===== config.mk =====
export PLATFORM = sky130hd
export DESIGN_NAME = treasure_scan_controller
export DESIGN_NICKNAME = d
export VERILOG_FILES = /design/src/rtl/treasure_scan_controller.sv
export SDC_FILE = /design/constraint.sdc
export NUM_CORES = 1
export LEC_CHECK = 0
export BUFFER_PORTS_ARGS = -buffer_cell sky130_fd_sc_hd__buf_4
export CAP_MARGIN = 20
export CORE_MARGIN = 2
export CORE_UTILIZATION = 35
export DETAILED_ROUTE_END_ITERATION = 6
export GPL_TIMING_DRIVEN = 0
export SYNTH_ARGS = -nofsm -noshare
export SYNTH_HDL_FRONTEND = slang
export SYNTH_SLANG_ARGS = --single-unit

===== constraint.sdc =====
create_clock -name CLK -period 5.4 [get_ports CLK]
set_input_delay 0.81 -clock CLK [delete_from_list [all_inputs] [get_ports CLK]]
set_output_delay 0.81 -clock CLK [all_outputs]
set_load 0.01 [all_outputs]

===== src/rtl/treasure_scan_controller.sv =====
// Frame-level sequencer for the camera colour/shape classifier.
// Aligns to VSYNC, strobes the classifier statistics counters, confirms a
// treasure after CONFIRM_FRAMES identical frame codes and reports it to the
// Arduino over a VALID/ACK handshake with an ACK timeout.
module treasure_scan_controller #(
    parameter int CONFIRM_FRAMES = 3,
    parameter int MAX_FRAMES     = 15,
    parameter int ACK_TIMEOUT    = 25000000
) (
    input  logic       CLK,
    input  logic       RST_N,
    input  logic       VSYNC,
    input  logic       ENABLE,
    input  logic       ACK,
    input  logic [1:0] RESULT_IN,
    input  logic [7:0] SHAPE_IN,
    output logic       CLEAR_STATS,
    output logic       LATCH_STATS,
    output logic [3:0] CODE,
    output logic       VALID,
    output logic       BUSY,
    output logic       TIMEOUT_ERR
);

    typedef enum logic [2:0] {
        IDLE, ALIGN, ACCUM, EVAL, WAIT_START, REPORT, RELEASE
    } state_t;

    localparam logic [3:0]  CONFIRM_W  = 4'(CONFIRM_FRAMES);
    localparam logic [7:0]  MAX_W      = 8'(MAX_FRAMES);
    localparam logic [29:0] TIMER_LAST = 30'(ACK_TIMEOUT - 1);

    // Colour in the upper pair, shape index in the lower pair; no colour means no treasure.
    function automatic logic [3:0] frame_code(input logic [1:0] colour, input logic [7:0] shape);
        logic [1:0] shape_idx;
        case (shape)
            8'b1110_0000: shape_idx = 2'b01;
            8'b0001_1100: shape_idx = 2'b10;
            8'b0000_0011: shape_idx = 2'b11;
            default:      shape_idx = 2'b00;
        endcase
        if (colour == 2'b00 || colour == 2'b11) begin
            frame_code = 4'b0000;
        end else begin
            frame_code = {colour, shape_idx};
        end
    endfunction

    logic        rst_p0, rst_p1;
    logic        vsync_p0, vsync_p1, vsync_p2;
    logic        ack_p0, ack_p1;
    logic        enable_p0;
    state_t      state, state_n;
    logic [3:0]  cand, cand_n;
    logic [3:0]  streak, streak_n, streak_eval;
    logic [7:0]  frames, frames_n, frames_eval;
    logic [29:0] timer, timer_n;
    logic [3:0]  code_q, code_n, code_now;
    logic        err_q, err_n;
    logic        vs_rise, vs_fall;

    // Reset asserts asynchronously and releases in step with CLK.
    always_ff @(posedge CLK or negedge RST_N) begin
        if (!RST_N) begin
            rst_p0 <= 1'b0;
            rst_p1 <= 1'b0;
        end else begin
            rst_p0 <= 1'b1;
            rst_p1 <= rst_p0;
        end
    end

    // Synchronise the asynchronous camera/Arduino inputs and keep ENABLE history.
    always_ff @(posedge CLK or negedge rst_p1) begin
        if (!rst_p1) begin
            vsync_p0  <= 1'b0;
            vsync_p1  <= 1'b0;
            vsync_p2  <= 1'b0;
            ack_p0    <= 1'b0;
            ack_p1    <= 1'b0;
            enable_p0 <= 1'b0;
        end else begin
            vsync_p0  <= VSYNC;
            vsync_p1  <= vsync_p0;
            vsync_p2  <= vsync_p1;
            ack_p0    <= ACK;
            ack_p1    <= ack_p0;
            enable_p0 <= ENABLE;
        end
    end

    assign vs_rise = vsync_p1 & ~vsync_p2;
    assign vs_fall = ~vsync_p1 & vsync_p2;

    // State and scan bookkeeping registers.
    always_ff @(posedge CLK or negedge rst_p1) begin
        if (!rst_p1) begin
            state  <= IDLE;
            cand   <= 4'd0;
            streak <= 4'd0;
            frames <= 8'd0;
            timer  <= 30'd0;
            code_q <= 4'd0;
            err_q  <= 1'b0;
        end else begin
            state  <= state_n;
            cand   <= cand_n;
            streak <= streak_n;
            frames <= frames_n;
            timer  <= timer_n;
            code_q <= code_n;
            err_q  <= err_n;
        end
    end

    // Next-state, frame evaluation and strobe generation.
    always_comb begin
        state_n     = state;
        cand_n      = cand;
        streak_n    = streak;
        frames_n    = frames;
        timer_n     = timer;
        code_n      = code_q;
        err_n       = err_q;
        CLEAR_STATS = 1'b0;
        LATCH_STATS = 1'b0;
        code_now    = frame_code(RESULT_IN, SHAPE_IN);
        frames_eval = frames + 8'd1;
        if (code_now == cand && streak != 4'd0) begin
            streak_eval = (streak == 4'd15) ? 4'd15 : streak + 4'd1;
        end else begin
            streak_eval = 4'd1;
        end

        if (ENABLE && !enable_p0) begin
            err_n = 1'b0;
        end

        case (state)
            IDLE: begin
                cand_n   = 4'd0;
                streak_n = 4'd0;
                frames_n = 8'd0;
                timer_n  = 30'd0;
                if (ENABLE) begin
                    state_n = ALIGN;
                end
            end
            ALIGN, WAIT_START: begin
                if (!ENABLE) begin
                    state_n = IDLE;
                end else if (vs_fall) begin
                    CLEAR_STATS = 1'b1;
                    state_n     = ACCUM;
                end
            end
            ACCUM: begin
                if (!ENABLE) begin
                    state_n = IDLE;
                end else if (vs_rise) begin
                    LATCH_STATS = 1'b1;
                    state_n     = EVAL;
                end
            end
            EVAL: begin
                if (!ENABLE) begin
                    state_n = IDLE;
                end else begin
                    cand_n   = code_now;
                    streak_n = streak_eval;
                    frames_n = frames_eval;
                    if (streak_eval == CONFIRM_W && code_now != 4'd0) begin
                        code_n  = code_now;
                        state_n = REPORT;
                    end else if (frames_eval == MAX_W) begin
                        code_n  = 4'd0;
                        state_n = REPORT;
                    end else begin
                        state_n = WAIT_START;
                    end
                end
            end
            REPORT: begin
                if (ack_p1) begin
                    timer_n = 30'd0;
                    state_n = RELEASE;
                end else if (timer == TIMER_LAST) begin
                    timer_n = 30'd0;
                    err_n   = 1'b1;
                    state_n = IDLE;
                end else begin
                    timer_n = timer + 30'd1;
                end
            end
            RELEASE: begin
                if (!ack_p1) begin
                    state_n = IDLE;
                end
            end
            default: state_n = IDLE;
        endcase
    end

    assign CODE        = code_q;
    assign VALID       = (state == REPORT);
    assign BUSY        = (state != IDLE);
    assign TIMEOUT_ERR = err_q;

endmodule


==> Implementation_results.wiki <==
{| class="wikitable"
! Metric !! Value
|-
| Run status || complete, no violations
|-
| Cell repeated most along the worst path || clkbuf_1
|-
| Cell type with the largest total area after synthesis || dfrtp_1
|-
| Setup TNS || 0 ns
|-
| Fraction of final layout cells sized beyond drive strength 1 || 13.66%
|-
| Number of flip-flops and latches in the synthesized netlist || 62
|-
| Die X || 102.9 um
|-
| Reg-to-reg slack, setup || 3.02 ns
|-
| Area inside the core boundary || 9639 um2
|-
| Max-slew violation count || 0
|-
| Commonest non-fill, non-tap cells in the layout || 61 x dfrtp_1, 48 x nor2_1, 39 x nand2_1, 24 x nand3_1
|-
| Final-layout fill cell count || 957
|-
| Actual slew at the worst max-slew pin || 0.6157 ns
|-
| Number of DRC violations after detailed-routing iteration 0 || 109
|-
| Worst setup endpoint || LATCH_STATS
|-
| Synthesized net count || 392
|-
| Footprint of the flip-flops and latches || 1553 um2
|-
| Overall overflow remaining after global route || 0
|-
| Final Routed Wirelength || 7214 um
|-
| RSZ-0062 raised after global routing || false
|-
| Total of max-cap violations || 0
|-
| Detailed route wirelength on metal3 || 183 um
|-
| DRC errors left || 0
|-
| Share of Yosys cell area claimed by the top area cell type || 45.34%
|-
| Peak VDD IR || 0.0002111 V
|-
| Count of cell types in the netlist || 50
|-
| Post-detail-place hpwl || 5327 um
|-
| Number of cells after detailed placement || 527
|-
| Share of async-settable or async-resettable flops after synthesis || 100.0%
|-
| Topmost layer with routed signal wires || met4
|-
| Series of cell instances along the critical path || clkbuf_1 > clkbuf_1 > nand2_1 > nor3_1 > buf_4
|-
| Non-filler instance count after layout || 543
|-
| Arrival time of data at the critical path endpoint || 1.94 ns
|-
| Worst reg2reg path depth || 6
|-
| Most common cell after layout, fill and taps aside || dfrtp_1
|-
| Count of final setup violators || 0
|-
| Core Rows || 36
|-
| CTS sink cnt || 62
|-
| Post-CTS clock slew at the launch and capture registers of the worst setup and hold paths || 0.07 ns
|-
| Clock tree root buffer cell || clkbuf_8
|-
| Layout overhead on the synthesized area || 15.54%
|-
| Total routing usage reported by global routing || 14.77%
|-
| Slowest library cell on the worst path || clkbuf_1
|-
| Vias in the first global route || 2609
|-
| Die footprint || 10580 um2
|-
| Required time reported for the critical path endpoint || 4.59 ns
|-
| Number of ports placed on the die boundary || 24
|-
| CP Launch Point || state[1]$_DFFE_PN0P_
|-
| Number of antenna violations at the first check in global routing || 0
|-
| F_max || 0.3630 GHz
|-
| Sort of element at the end of the critical path || output pin
|-
| Hold Worst Slack || 0.2183 ns
|-
| Total area of multi-input combinational cells || 1757 um2
|-
| Class of the most critical setup path || reg -> out
|-
| Worst-case clock buffer depth || 2
|-
| Post_cts resized || 0
|-
| Min-Delay Path Class || reg -> async
|-
| Post-detailed-route wirelength per cell || 13.29 um
|-
| Delay of the slowest cell on the worst path || 0.40 ns
|-
| Register area share after synthesis || 45.34%
|-
| Utilization of the core after routing || 41.02%
|-
| Leakage power total || 1.714 nW
|-
| Met1 Routed Length || 3572 um
|-
| Cts bufs inserted || 9
|-
| Share of the clock period used by the worst path || 51.02%
|-
| Pin count of the biggest net entering global routing || 41
|-
| Wire length of the first global-routing pass || 12160 um
|-
| Crit path max fanout || 10
|-
| Cells after synthesis || 370
|-
| Count of H-tree levels built during CTS || 3
|-
| Synth Warn # || 0
|-
| Ranking of synthesized cells by area || dfrtp_1 45%, nor2_1 5.3%, xnor2_1 4.9%
|-
| Total number of nets in the final design || 427
|-
| Detailed-route via count || 2761
|-
| Total of hold buffers inserted after clock tree synthesis || 0
|-
| Setup Fix Bufs, Post-CTS || 0
|-
| End of the worst register-to-register path || timer[10]$_DFFE_PN0P_
|-
| Starting density of the core || 35.50%
|-
| IO Port Bufs || 23
|-
| Shortest period the worst path allows || 2.755 ns
|-
| EDFF count, synth || 0
|-
| Syn_area_per_cell || 9.249 um2
|-
| Detailed Routing Iterations Pass 1 || 4
|-
| ANT nets after route || 0
|-
| RR Startpoint || timer[17]$_DFFE_PN0P_
|-
| Count of endpoints failing hold in the final timing report || 0
|-
| Primary flip-flop cell chosen by synthesis mapping || dfrtp_1
|-
| Areal power density over the cells || 323.3 nW/um2
|-
| Weighted congestion at the end of routability-driven global placement || 0.8022
|-
| Antenna diodes || 0
|-
| Die height || 102.9 um
|-
| Cell area after technology mapping || 3422 um2
|-
| Worst-Skew Late Latency || 0.35 ns
|-
| Clock Skews || 0.008772 ns
|-
| Startpoint type of the worst setup path || flip-flop
|-
| Average via count per standard cell || 5.085
|-
| TritonCTS clock tree || built
|-
| Met2 Routed Length || 3240 um
|-
| Relative max-transition margin || 58.58%
|-
| Total power || 1.278 mW
|}
-- routing by layer --
layer	track usage [%]	vias to the layer above
met5	0	-
met4	8.097	0
met3	2.102	17
met2	23.23	41
met1	19.71	1341
li1	-	1362
-- worst min path at each step --
stage / endpoint / cells past startpoint
CTS: rst_p1$_DFF_PN0_ / 1
detailed placement: vsync_p2$_DFF_PN0_ / 0
floorplan: ack_p1$_DFF_PN0_ / 0
global route: rst_p0$_DFF_PN0_ / 1
finish: vsync_p2$_DFF_PN0_ / 0
global placement: rst_p1$_DFF_PN0_ / 0
-- worst max-delay path, delay by kind of cell (launching register included) --
family	cells	cell delay (ns)
DFF	1	0.38
buffers and inverters	3	0.93
and+or+nand+nor	2	0.30
-- cells by family (layout without fill, tap and decap cells) --
family / Yosys count / after routing / share of synthesized area, %
simple gates: 181 / 181 / 27.97
fa+ha+maj: 7 / 7 / 2.559
compound gates: 52 / 52 / 10.20
mux: 6 / 6 / 1.792
flops: 62 / 62 / 45.34
buf+inv: 27 / 67 / 3.327
other cells: 1 / 1 / 0.1096
xor+xnor: 34 / 34 / 8.702
-- per-stage QoR --
stage / setup WS, ns / cell area (um2)
floorplan: 2.961 / 3422
CTS: 2.631 / 3954
detailed placement: 2.646 / 3782
global route: 2.460 / 3954
global placement: 2.676 / 3761
finish: 2.645 / 3954
-- flip-flops by register name, indices dropped and copies added, names as in the netlist, 3 cells and up --
register  count
frames        8
streak        4
CODE          4
timer        30
cand          4
state         3
-- synthesized netlist by cell type (all sizes together), types with 5 or more instances --
cell type  count
nor2          49
xnor2         19
dfrtp         62
nand4          8
inv           15
and3          15
clkbuf         7
nor3           6
nor4           5
nand2         39
a21oi         11
buf            5
mux2i          5
ha             7
nand3         24
xor2          15
or3            5
o21ai         23
and4           6
-- report_power, final --
group	switching, mW	internal (mW)
Combinational	0.277	0.123
Sequential	0.0240	0.491
Clock	0.172	0.192
-- layout make-up --
type | instances | share of cell area (%)
Multi-Input combinational cell | 281 | 44.43
Sequential cell | 62 | 39.27
Inverter | 15 | 1.424
Clock inverter | 1 | 0.1266
Tap cell | 133 | 4.209
Timing Repair Buffer | 24 | 4.873
Buffer | 12 | 1.456
Clock buffer | 15 | 4.209
(Power assumes the default switching activity.)
